--- config.mk ---
export PLATFORM = sky130hd
export DESIGN_NAME = ntt_bu_scheduler
export DESIGN_NICKNAME = d
export VERILOG_FILES = /design/src/rtl/ntt_pkg.sv /design/src/rtl/ntt_wb_delay.sv /design/src/rtl/ntt_bu_scheduler.sv
export SDC_FILE = /design/constraint.sdc
export NUM_CORES = 1
export LEC_CHECK = 0
export ABC_CLOCK_PERIOD_IN_PS = 11400
export BUFFER_PORTS_ARGS = -buffer_cell sky130_fd_sc_hd__buf_2
export CORE_AREA = 2 2 98 100
export CTS_CLUSTER_SIZE = 10
export DETAILED_ROUTE_END_ITERATION = 10
export DIE_AREA = 0 0 100 102
export GPL_TIMING_DRIVEN = 0
export PLACE_DENSITY = 0.68
export SYNTH_ARGS = -nofsm -noshare
export SYNTH_HDL_FRONTEND = slang
export SYNTH_HIERARCHICAL = 1
export SYNTH_SLANG_ARGS = --single-unit
--- constraint.sdc ---
create_clock -name clk_i -period 11.4 [get_ports clk_i]
set_input_delay 0 -clock clk_i [delete_from_list [all_inputs] [get_ports clk_i]]
set_output_delay 0 -clock clk_i [all_outputs]
set_load 0.03 [all_outputs]
--- src/rtl/ntt_pkg.sv ---
// ntt_pkg: definitions shared by the NTT butterfly scheduler files.
//   ntt_state_t    : scheduler FSM states (IDLE, RUN, DRAIN, DONE)
//   NTT_N_LOG2     : default log2 of the polynomial length (256 coefficients)
//   Val_Q          : coefficient modulus used by the butterfly datapath
//   ntt_addr_t     : coefficient RAM address at the default length
//   ntt_zeta_idx_t : twiddle ROM index at the default length
package ntt_pkg;

    localparam int NTT_N_LOG2 = 8;
    localparam int Val_Q      = 8380417;

    typedef enum logic [1:0] {
        ST_IDLE  = 2'd0,
        ST_RUN   = 2'd1,
        ST_DRAIN = 2'd2,
        ST_DONE  = 2'd3
    } ntt_state_t;

    typedef logic [NTT_N_LOG2-1:0] ntt_addr_t;
    typedef logic [NTT_N_LOG2-1:0] ntt_zeta_idx_t;

endpackage

--- src/rtl/ntt_wb_delay.sv ---
// ntt_wb_delay: delays the butterfly issue strobe and its coefficient pair
// addresses by DEPTH cycles so they line up with the butterfly unit's result.
// The line shifts every cycle; only the valid bits are reset, and the address
// outputs are forced to zero whenever the delayed valid is low.
// DEPTH = 0 makes the block a combinational pass-through.
// Ports:
//   clk_i, reset_i         : clock, synchronous active-high reset
//   vld_i, addr1_i, addr2_i: issue strobe and pair addresses entering the line
//   vld_o, addr1_o, addr2_o: the same, DEPTH cycles later
module ntt_wb_delay
    import ntt_pkg::*;
#(
    parameter int DEPTH = 2,
    parameter int AW    = NTT_N_LOG2
) (
    input  logic          clk_i,
    input  logic          reset_i,
    input  logic          vld_i,
    input  logic [AW-1:0] addr1_i,
    input  logic [AW-1:0] addr2_i,
    output logic          vld_o,
    output logic [AW-1:0] addr1_o,
    output logic [AW-1:0] addr2_o
);

    generate
        if (DEPTH == 0) begin : g_pass
            logic w_unused_clk;
            assign w_unused_clk = clk_i ^ reset_i;
            assign vld_o   = vld_i;
            assign addr1_o = addr1_i;
            assign addr2_o = addr2_i;
        end else begin : g_pipe
            logic [DEPTH-1:0] r_vld_p;
            logic [AW-1:0]    r_addr1_p [DEPTH];
            logic [AW-1:0]    r_addr2_p [DEPTH];

            // valid line: reset so no stale write-back survives a reset
            always_ff @(posedge clk_i) begin
                if (reset_i) begin
                    r_vld_p <= '0;
                end else begin
                    r_vld_p[0] <= vld_i;
                    for (int i = 1; i < DEPTH; i++) begin
                        r_vld_p[i] <= r_vld_p[i-1];
                    end
                end
            end

            // address line: free-running, qualified by the valid line
            always_ff @(posedge clk_i) begin
                r_addr1_p[0] <= addr1_i;
                r_addr2_p[0] <= addr2_i;
                for (int i = 1; i < DEPTH; i++) begin
                    r_addr1_p[i] <= r_addr1_p[i-1];
                    r_addr2_p[i] <= r_addr2_p[i-1];
                end
            end

            assign vld_o   = r_vld_p[DEPTH-1];
            assign addr1_o = r_vld_p[DEPTH-1] ? r_addr1_p[DEPTH-1] : '0;
            assign addr2_o = r_vld_p[DEPTH-1] ? r_addr2_p[DEPTH-1] : '0;
        end
    endgenerate

endmodule

--- src/rtl/ntt_bu_scheduler.sv ---
// ntt_bu_scheduler: issues the N_LOG2 * 2^(N_LOG2-1) butterflies of an
// in-place NTT, one pair per RUN cycle, and replays each issue as a
// write-back strobe BU_LATENCY cycles later.
//   inv_i = 0 : forward Cooley-Tukey order, len = HALF >> s,
//               zeta index = (1 << s) + group (ascending 1..N-1)
//   inv_i = 1 : inverse Gentleman-Sande order, len = 1 << s,
//               zeta index = ((N >> s) - 1) - group (descending N-1..1)
//   Pair addresses: addr1 = group*2*len + (b mod len), addr2 = addr1 + len.
// Optional feature macro NTT_SCHED_STALL_EN adds input stall_i, which holds
// issue (and the s/b counters) while high in RUN. Without it, issue never stalls.
// Ports:
//   clk_i, reset_i          : clock, synchronous active-high reset
//   start_i, inv_i          : start request (IDLE only) and direction, captured together
//   stall_i                 : issue hold (only with NTT_SCHED_STALL_EN)
//   rd_en_o, rd_addr1/2_o   : butterfly issue strobe and coefficient pair to read
//   zeta_idx_o, is_GS_BU_o  : twiddle ROM index and butterfly mode for the issue
//   wr_en_o, wr_addr1/2_o   : write-back strobe and pair, BU_LATENCY cycles after issue
//   busy_o, done_o          : transform in progress, one-cycle completion pulse
module ntt_bu_scheduler
    import ntt_pkg::*;
#(
    parameter int N_LOG2     = NTT_N_LOG2,
    parameter int BU_LATENCY = 2
) (
    input  logic              clk_i,
    input  logic              reset_i,
    input  logic              start_i,
    input  logic              inv_i,
`ifdef NTT_SCHED_STALL_EN
    input  logic              stall_i,
`endif
    output logic              rd_en_o,
    output logic [N_LOG2-1:0] rd_addr1_o,
    output logic [N_LOG2-1:0] rd_addr2_o,
    output logic [N_LOG2-1:0] zeta_idx_o,
    output logic              is_GS_BU_o,
    output logic              wr_en_o,
    output logic [N_LOG2-1:0] wr_addr1_o,
    output logic [N_LOG2-1:0] wr_addr2_o,
    output logic              busy_o,
    output logic              done_o
);

    localparam int SW = (N_LOG2 > 1) ? $clog2(N_LOG2) : 1;
    localparam int BW = N_LOG2 - 1;

    localparam logic [SW-1:0]     S_LAST   = SW'(N_LOG2 - 1);
    localparam logic [BW-1:0]     B_LAST   = '1;
    localparam logic [2:0]        D_LAST   = 3'(BU_LATENCY - 1);
    localparam bit                NO_DRAIN = (BU_LATENCY == 0);
    localparam logic [N_LOG2-1:0] ONE      = N_LOG2'(1);
    localparam logic [N_LOG2-1:0] ALL1     = '1;
    localparam logic [N_LOG2-1:0] HALF     = ONE << (N_LOG2 - 1);

    ntt_state_t r_state;
    ntt_state_t w_state_nxt;

    logic [SW-1:0] r_s;
    logic [BW-1:0] r_b;
    logic [2:0]    r_dcnt;
    logic          r_inv;

    logic w_stall;
    logic w_issue;
    logic w_last_b;
    logic w_last_s;
    logic w_drain_end;

    logic [N_LOG2-1:0] w_bx;
    logic [N_LOG2-1:0] w_len;
    logic [N_LOG2-1:0] w_g;
    logic [N_LOG2-1:0] w_a1;
    logic [N_LOG2-1:0] w_a2;
    logic [N_LOG2-1:0] w_zeta;

`ifdef NTT_SCHED_STALL_EN
    assign w_stall = stall_i;
`else
    assign w_stall = 1'b0;
`endif

    assign w_last_b    = (r_b == B_LAST);
    assign w_last_s    = (r_s == S_LAST);
    assign w_drain_end = (r_dcnt == D_LAST);

    // ---- FSM state register ----
    always_ff @(posedge clk_i) begin
        if (reset_i) begin
            r_state <= ST_IDLE;
        end else begin
            r_state <= w_state_nxt;
        end
    end

    // ---- FSM next state and status outputs ----
    always_comb begin
        w_state_nxt = r_state;
        w_issue     = 1'b0;
        busy_o      = 1'b0;
        done_o      = 1'b0;
        case (r_state)
            ST_IDLE: begin
                if (start_i) begin
                    w_state_nxt = ST_RUN;
                end
            end
            ST_RUN: begin
                busy_o = 1'b1;
                if (!w_stall) begin
                    w_issue = 1'b1;
                    if (w_last_b) begin
                        // zero-latency units skip DRAIN entirely
                        if (NO_DRAIN) begin
                            w_state_nxt = w_last_s ? ST_DONE : ST_RUN;
                        end else begin
                            w_state_nxt = ST_DRAIN;
                        end
                    end
                end
            end
            ST_DRAIN: begin
                busy_o = 1'b1;
                if (w_drain_end) begin
                    w_state_nxt = w_last_s ? ST_DONE : ST_RUN;
                end
            end
            ST_DONE: begin
                done_o      = 1'b1;
                w_state_nxt = ST_IDLE;
            end
            default: begin
                w_state_nxt = ST_IDLE;
            end
        endcase
    end

    // ---- stage / butterfly / drain counters ----
    always_ff @(posedge clk_i) begin
        if (reset_i) begin
            r_s    <= '0;
            r_b    <= '0;
            r_dcnt <= '0;
            r_inv  <= 1'b0;
        end else begin
            case (r_state)
                ST_IDLE: begin
                    if (start_i) begin
                        r_s   <= '0;
                        r_b   <= '0;
                        r_inv <= inv_i;
                    end
                end
                ST_RUN: begin
                    if (w_issue) begin
                        // b wraps to 0 after the last butterfly of a stage
                        r_b    <= r_b + 1'b1;
                        r_dcnt <= '0;
                        if (w_last_b && NO_DRAIN && !w_last_s) begin
                            r_s <= r_s + 1'b1;
                        end
                    end
                end
                ST_DRAIN: begin
                    r_dcnt <= r_dcnt + 1'b1;
                    if (w_drain_end && !w_last_s) begin
                        r_s <= r_s + 1'b1;
                    end
                end
                default: begin
                end
            endcase
        end
    end

    // ---- pair address and twiddle index for the current (s, b) ----
    always_comb begin
        w_bx   = {1'b0, r_b};
        w_len  = '0;
        w_g    = '0;
        w_a1   = '0;
        w_zeta = '0;
        if (r_inv) begin
            w_len  = ONE << r_s;
            w_g    = w_bx >> r_s;
            w_a1   = (w_g << (r_s + 1)) | (w_bx & (w_len - ONE));
            // (N >> s) - 1 is all-ones shifted right by s
            w_zeta = (ALL1 >> r_s) - w_g;
        end else begin
            w_len  = HALF >> r_s;
            w_g    = w_bx >> (BW - r_s);
            w_a1   = (w_g << (N_LOG2 - r_s)) | (w_bx & (w_len - ONE));
            w_zeta = (ONE << r_s) + w_g;
        end
        // bit log2(len) of addr1 is always clear, so this add never carries
        w_a2 = w_a1 + w_len;
    end

    assign rd_en_o    = w_issue;
    assign rd_addr1_o = w_issue ? w_a1 : '0;
    assign rd_addr2_o = w_issue ? w_a2 : '0;
    assign zeta_idx_o = w_issue ? w_zeta : '0;
    assign is_GS_BU_o = busy_o & r_inv;

    // ---- write-back alignment with the butterfly pipeline ----
    ntt_wb_delay #(
        .DEPTH (BU_LATENCY),
        .AW    (N_LOG2)
    ) u_wb_delay (
        .clk_i   (clk_i),
        .reset_i (reset_i),
        .vld_i   (rd_en_o),
        .addr1_i (rd_addr1_o),
        .addr2_i (rd_addr2_o),
        .vld_o   (wr_en_o),
        .addr1_o (wr_addr1_o),
        .addr2_o (wr_addr2_o)
    );

endmodule

==> run_results.csv <==
group,metric,value,unit
run_status,status,"completed",
final_layout,n_fill_cell,907,
die,io_pins,49,
sta,rsz0062_at_grt,"false",
critical_path,worst-path-max-fanout,11,
power_and_ir_drop,power_density,126.3,nW/um^2
place,dpl.cell_count,659,
critical_path,cp_data_required_time,11400,ps
clock_network,clock_path_buffers,2,
route,ant_nets,0,
sta,tns,0,ps
sta,fin_ws,5788,ps
clock_network,ctsHoldBuffers,2,
clock_network,cts_buffers,5,
power_and_ir_drop,peakVddDrop,0.00009403,V
logic_synthesis,ys.warnings.count,6,
critical_path,critPathArrivalTime,5610,ps
sta,finalCritPeriodShare,0.4922,
final_layout,layout_common_cells,"buf_2 (55), dfxtp_1 (50), nor2_1 (49)",
logic_synthesis,async_reset_ff_frac,0,
logic_synthesis,synth_cell_types,60,
die,initial_core_util,0.4427,
die,die_area,10200,um^2
global_route,grt_max_degree,19,
logic_synthesis,synth_area,4033,um^2
clock_network,post_cts_resized,0,
logic_synthesis,syn_inst,500,
clock_network,htree_levels,2,
route,drc,0,
logic_synthesis,synthFlopType,"dfxtp_1",
route,routed_wirelength,12.47,mm
final_layout,area_growth,12.32,%
place,place_hpwl,9.569,mm
clock_network,cts_tree,"yes",
final_layout,antenna_cells,0,
clock_network,clk_latency,310,ps
clock_network,clock_sinks,50,
critical_path,path_class,"flop to primary output",
place,port_buffers,48,
global_route,grt_pass1_wl,19.43,mm
die,die_w,100,um
critical_path,cp_slowest_cell,"dfxtp_1",
sta,relSlewSlack,0.5010,
critical_path,cp-end-kind,"primary output",
final_layout,drive_gt1_frac,0.1828,
route,drtPass1Iterations,5,
logic_synthesis,synth-seq-area-share,0.2482,
place,gp_congestion,1.015,
sta,report.final.slew_viol_count,0,
power_and_ir_drop,leakage,2.089,nW
sta,clock.fmax,0.1782,GHz
die,core.rowCount,35,
logic_synthesis,synth_edf_count,0,
sta,worst_slew_pin_slew,748.5,ps
die,fp.dieH,102,um
route,vias_per_cell,5.855,
global_route,gr-total-overflow,0,
logic_synthesis,synth_nets,542,
global_route,grt_usage,0.2455,
route,vias,3917,
route,wl_per_cell,18.64,um
global_route,antenna_found_initial,0,
critical_path,start_kind,"flop",
run,cap_violations,0,
final_layout,layoutNonFillerInstCount,669,
final_layout,final_core_util,0.4973,
sta,skew,11.48,ps
critical_path,slowest_delay,570,ps
sta,hold_viol,0,
critical_path,worstPathCellList,"buf_6 -> buf_2 -> inv_1 -> buf_1 -> ha_1 -> clkbuf_1 -> clkbuf_1 -> o311ai_0 -> and2_1 -> ha_1 -> a21o_1 -> a21oi_1 -> nor2b_1 -> o21a_1 -> o41ai_1 -> xnor3_1 -> nor2_1 -> buf_2",
sta,finalSetupViolCount,0,
place,dp_slack,6224,ps
clock_network,clk_pin_slew,100,ps
final_layout,final_common_cell,"buf_2",
sta,finalCriticalPeriod,5612,ps
clock_network,post-cts-setup-buffers,0,
logic_synthesis,ys_seq_elements,50,
min_path,hp-class,"primary input to flop",
die,fp.coreArea,9109,um^2
clock_network,ctsRootBufferMaster,"clkbuf_8",
route,drt_iter0_drc,309,
global_route,grt_pass1_vias,3658,
critical_path,rrSetupSlack,6250,ps
logic_synthesis,synth_area_per_cell,8.065,um^2
final_layout,fin_nets,599,
[flip-flops by register name (all words and copies together) (netlist names)]
name / cells
u_wb_delay/g_pipe.r_addr1_p: 16
u_wb_delay/g_pipe.r_addr2_p: 16
r_b: 7
r_dcnt: 3
r_s: 3
r_state: 2
u_wb_delay/g_pipe.r_vld_p: 2
r_inv: 1
[critical path: cells and delay by family, from the launching register on]
kind,cells,cell delay (ps)
buffers and inverters,7,1950
AND/OR/NAND/NOR,3,510
adder cells (fa/ha/maj),2,760
XOR/XNOR,1,280
flip-flops,1,570
AO/OA/AOI/OAI,5,1230
[cell families after synthesis]
group / Yosys count / synth area share
AND/OR/NAND/NOR: 181 / 0.2296
AO/OA/AOI/OAI: 123 / 0.1973
buffers and inverters: 52 / 0.05460
flip-flops: 50 / 0.2482
adder cells (fa/ha/maj): 38 / 0.1216
multiplexers: 34 / 0.09742
XOR/XNOR: 22 / 0.05120
[layer usage]
metal / part of all wire / track usage
met3: 0.058 / 0.03420
met5: 0 / 0
met2: 0.46 / 0.4189
met4: 0.033 / 0.08430
met1: 0.45 / 0.3206
[path summary, 6_finish.rpt]
path | startpoint | endpoint | cells after the start
max | r_s[0] | rd_addr2_o[7] | 18
min | start_i | r_inv | 3
max reg2reg | r_s[0] | u_wb_delay/g_pipe.r_addr2_p[0][7] | 17
min reg2reg | u_wb_delay/g_pipe.r_addr2_p[0][7] | u_wb_delay/g_pipe.r_addr2_p[0][15] | 0
[per-stage QoR]
stage | total power, mW | hold WS, ps | cell area (um^2)
floorplan | 0.3871 | 71.61 | 4033
global placement | 0.4551 | 258.4 | 4412
detailed placement | 0.4609 | 262.9 | 4412
CTS | 0.5725 | 4.417 | 4529
global route | 0.6046 | 15.27 | 4529
finish | 0.5718 | 12.10 | 4529
[report_power, final]
part | internal [mW] | switching [mW] | total (mW)
combinational | 0.0768 | 0.173 | 0.250
clock | 0.0456 | 0.0656 | 0.111
sequential | 0.197 | 0.0135 | 0.211
total | 0.320 | 0.252 | 0.572
[cell usage after synthesis, types with 3 or more instances]
library cell,number,share of area
mux2_2,16,0.045
a21o_1,7,0.013
and2_2,12,0.022
inv_1,22,0.020
buf_1,4,0.0037
clkbuf_1,15,0.014
a22oi_1,5,0.0093
ha_1,36,0.11
o21a_1,5,0.0093
and2_1,18,0.028
nand4_1,3,0.0047
buf_2,7,0.0087
nand3_1,11,0.014
nand2b_1,9,0.014
nor2_1,49,0.046
mux2i_1,13,0.032
o22ai_1,3,0.0047
a32oi_1,3,0.0065
a21oi_1,37,0.046
xor2_1,9,0.020
xnor2_1,12,0.026
nand2_1,35,0.033
o21ai_0,29,0.036
a221oi_1,6,0.013
or3_1,5,0.0078
nor2b_1,15,0.023
a31oi_1,3,0.0047
nor3_1,12,0.015
dfxtp_1,50,0.25
a211oi_1,8,0.015
[layout make-up]
class | count | area (um^2) | share of cell area
Clock inverter | 3 | 28.78 | 0.006354
Sequential cell | 50 | 1001 | 0.2210
Clock buffer | 5 | 68.82 | 0.01519
Tap cell | 111 | 138.9 | 0.03066
Timing Repair Buffer | 50 | 260.3 | 0.05746
Inverter | 24 | 91.34 | 0.02017
Multi-Input combinational cell | 398 | 2811 | 0.6207
Buffer | 28 | 128.9 | 0.02845
(Power assumes the default switching activity.)
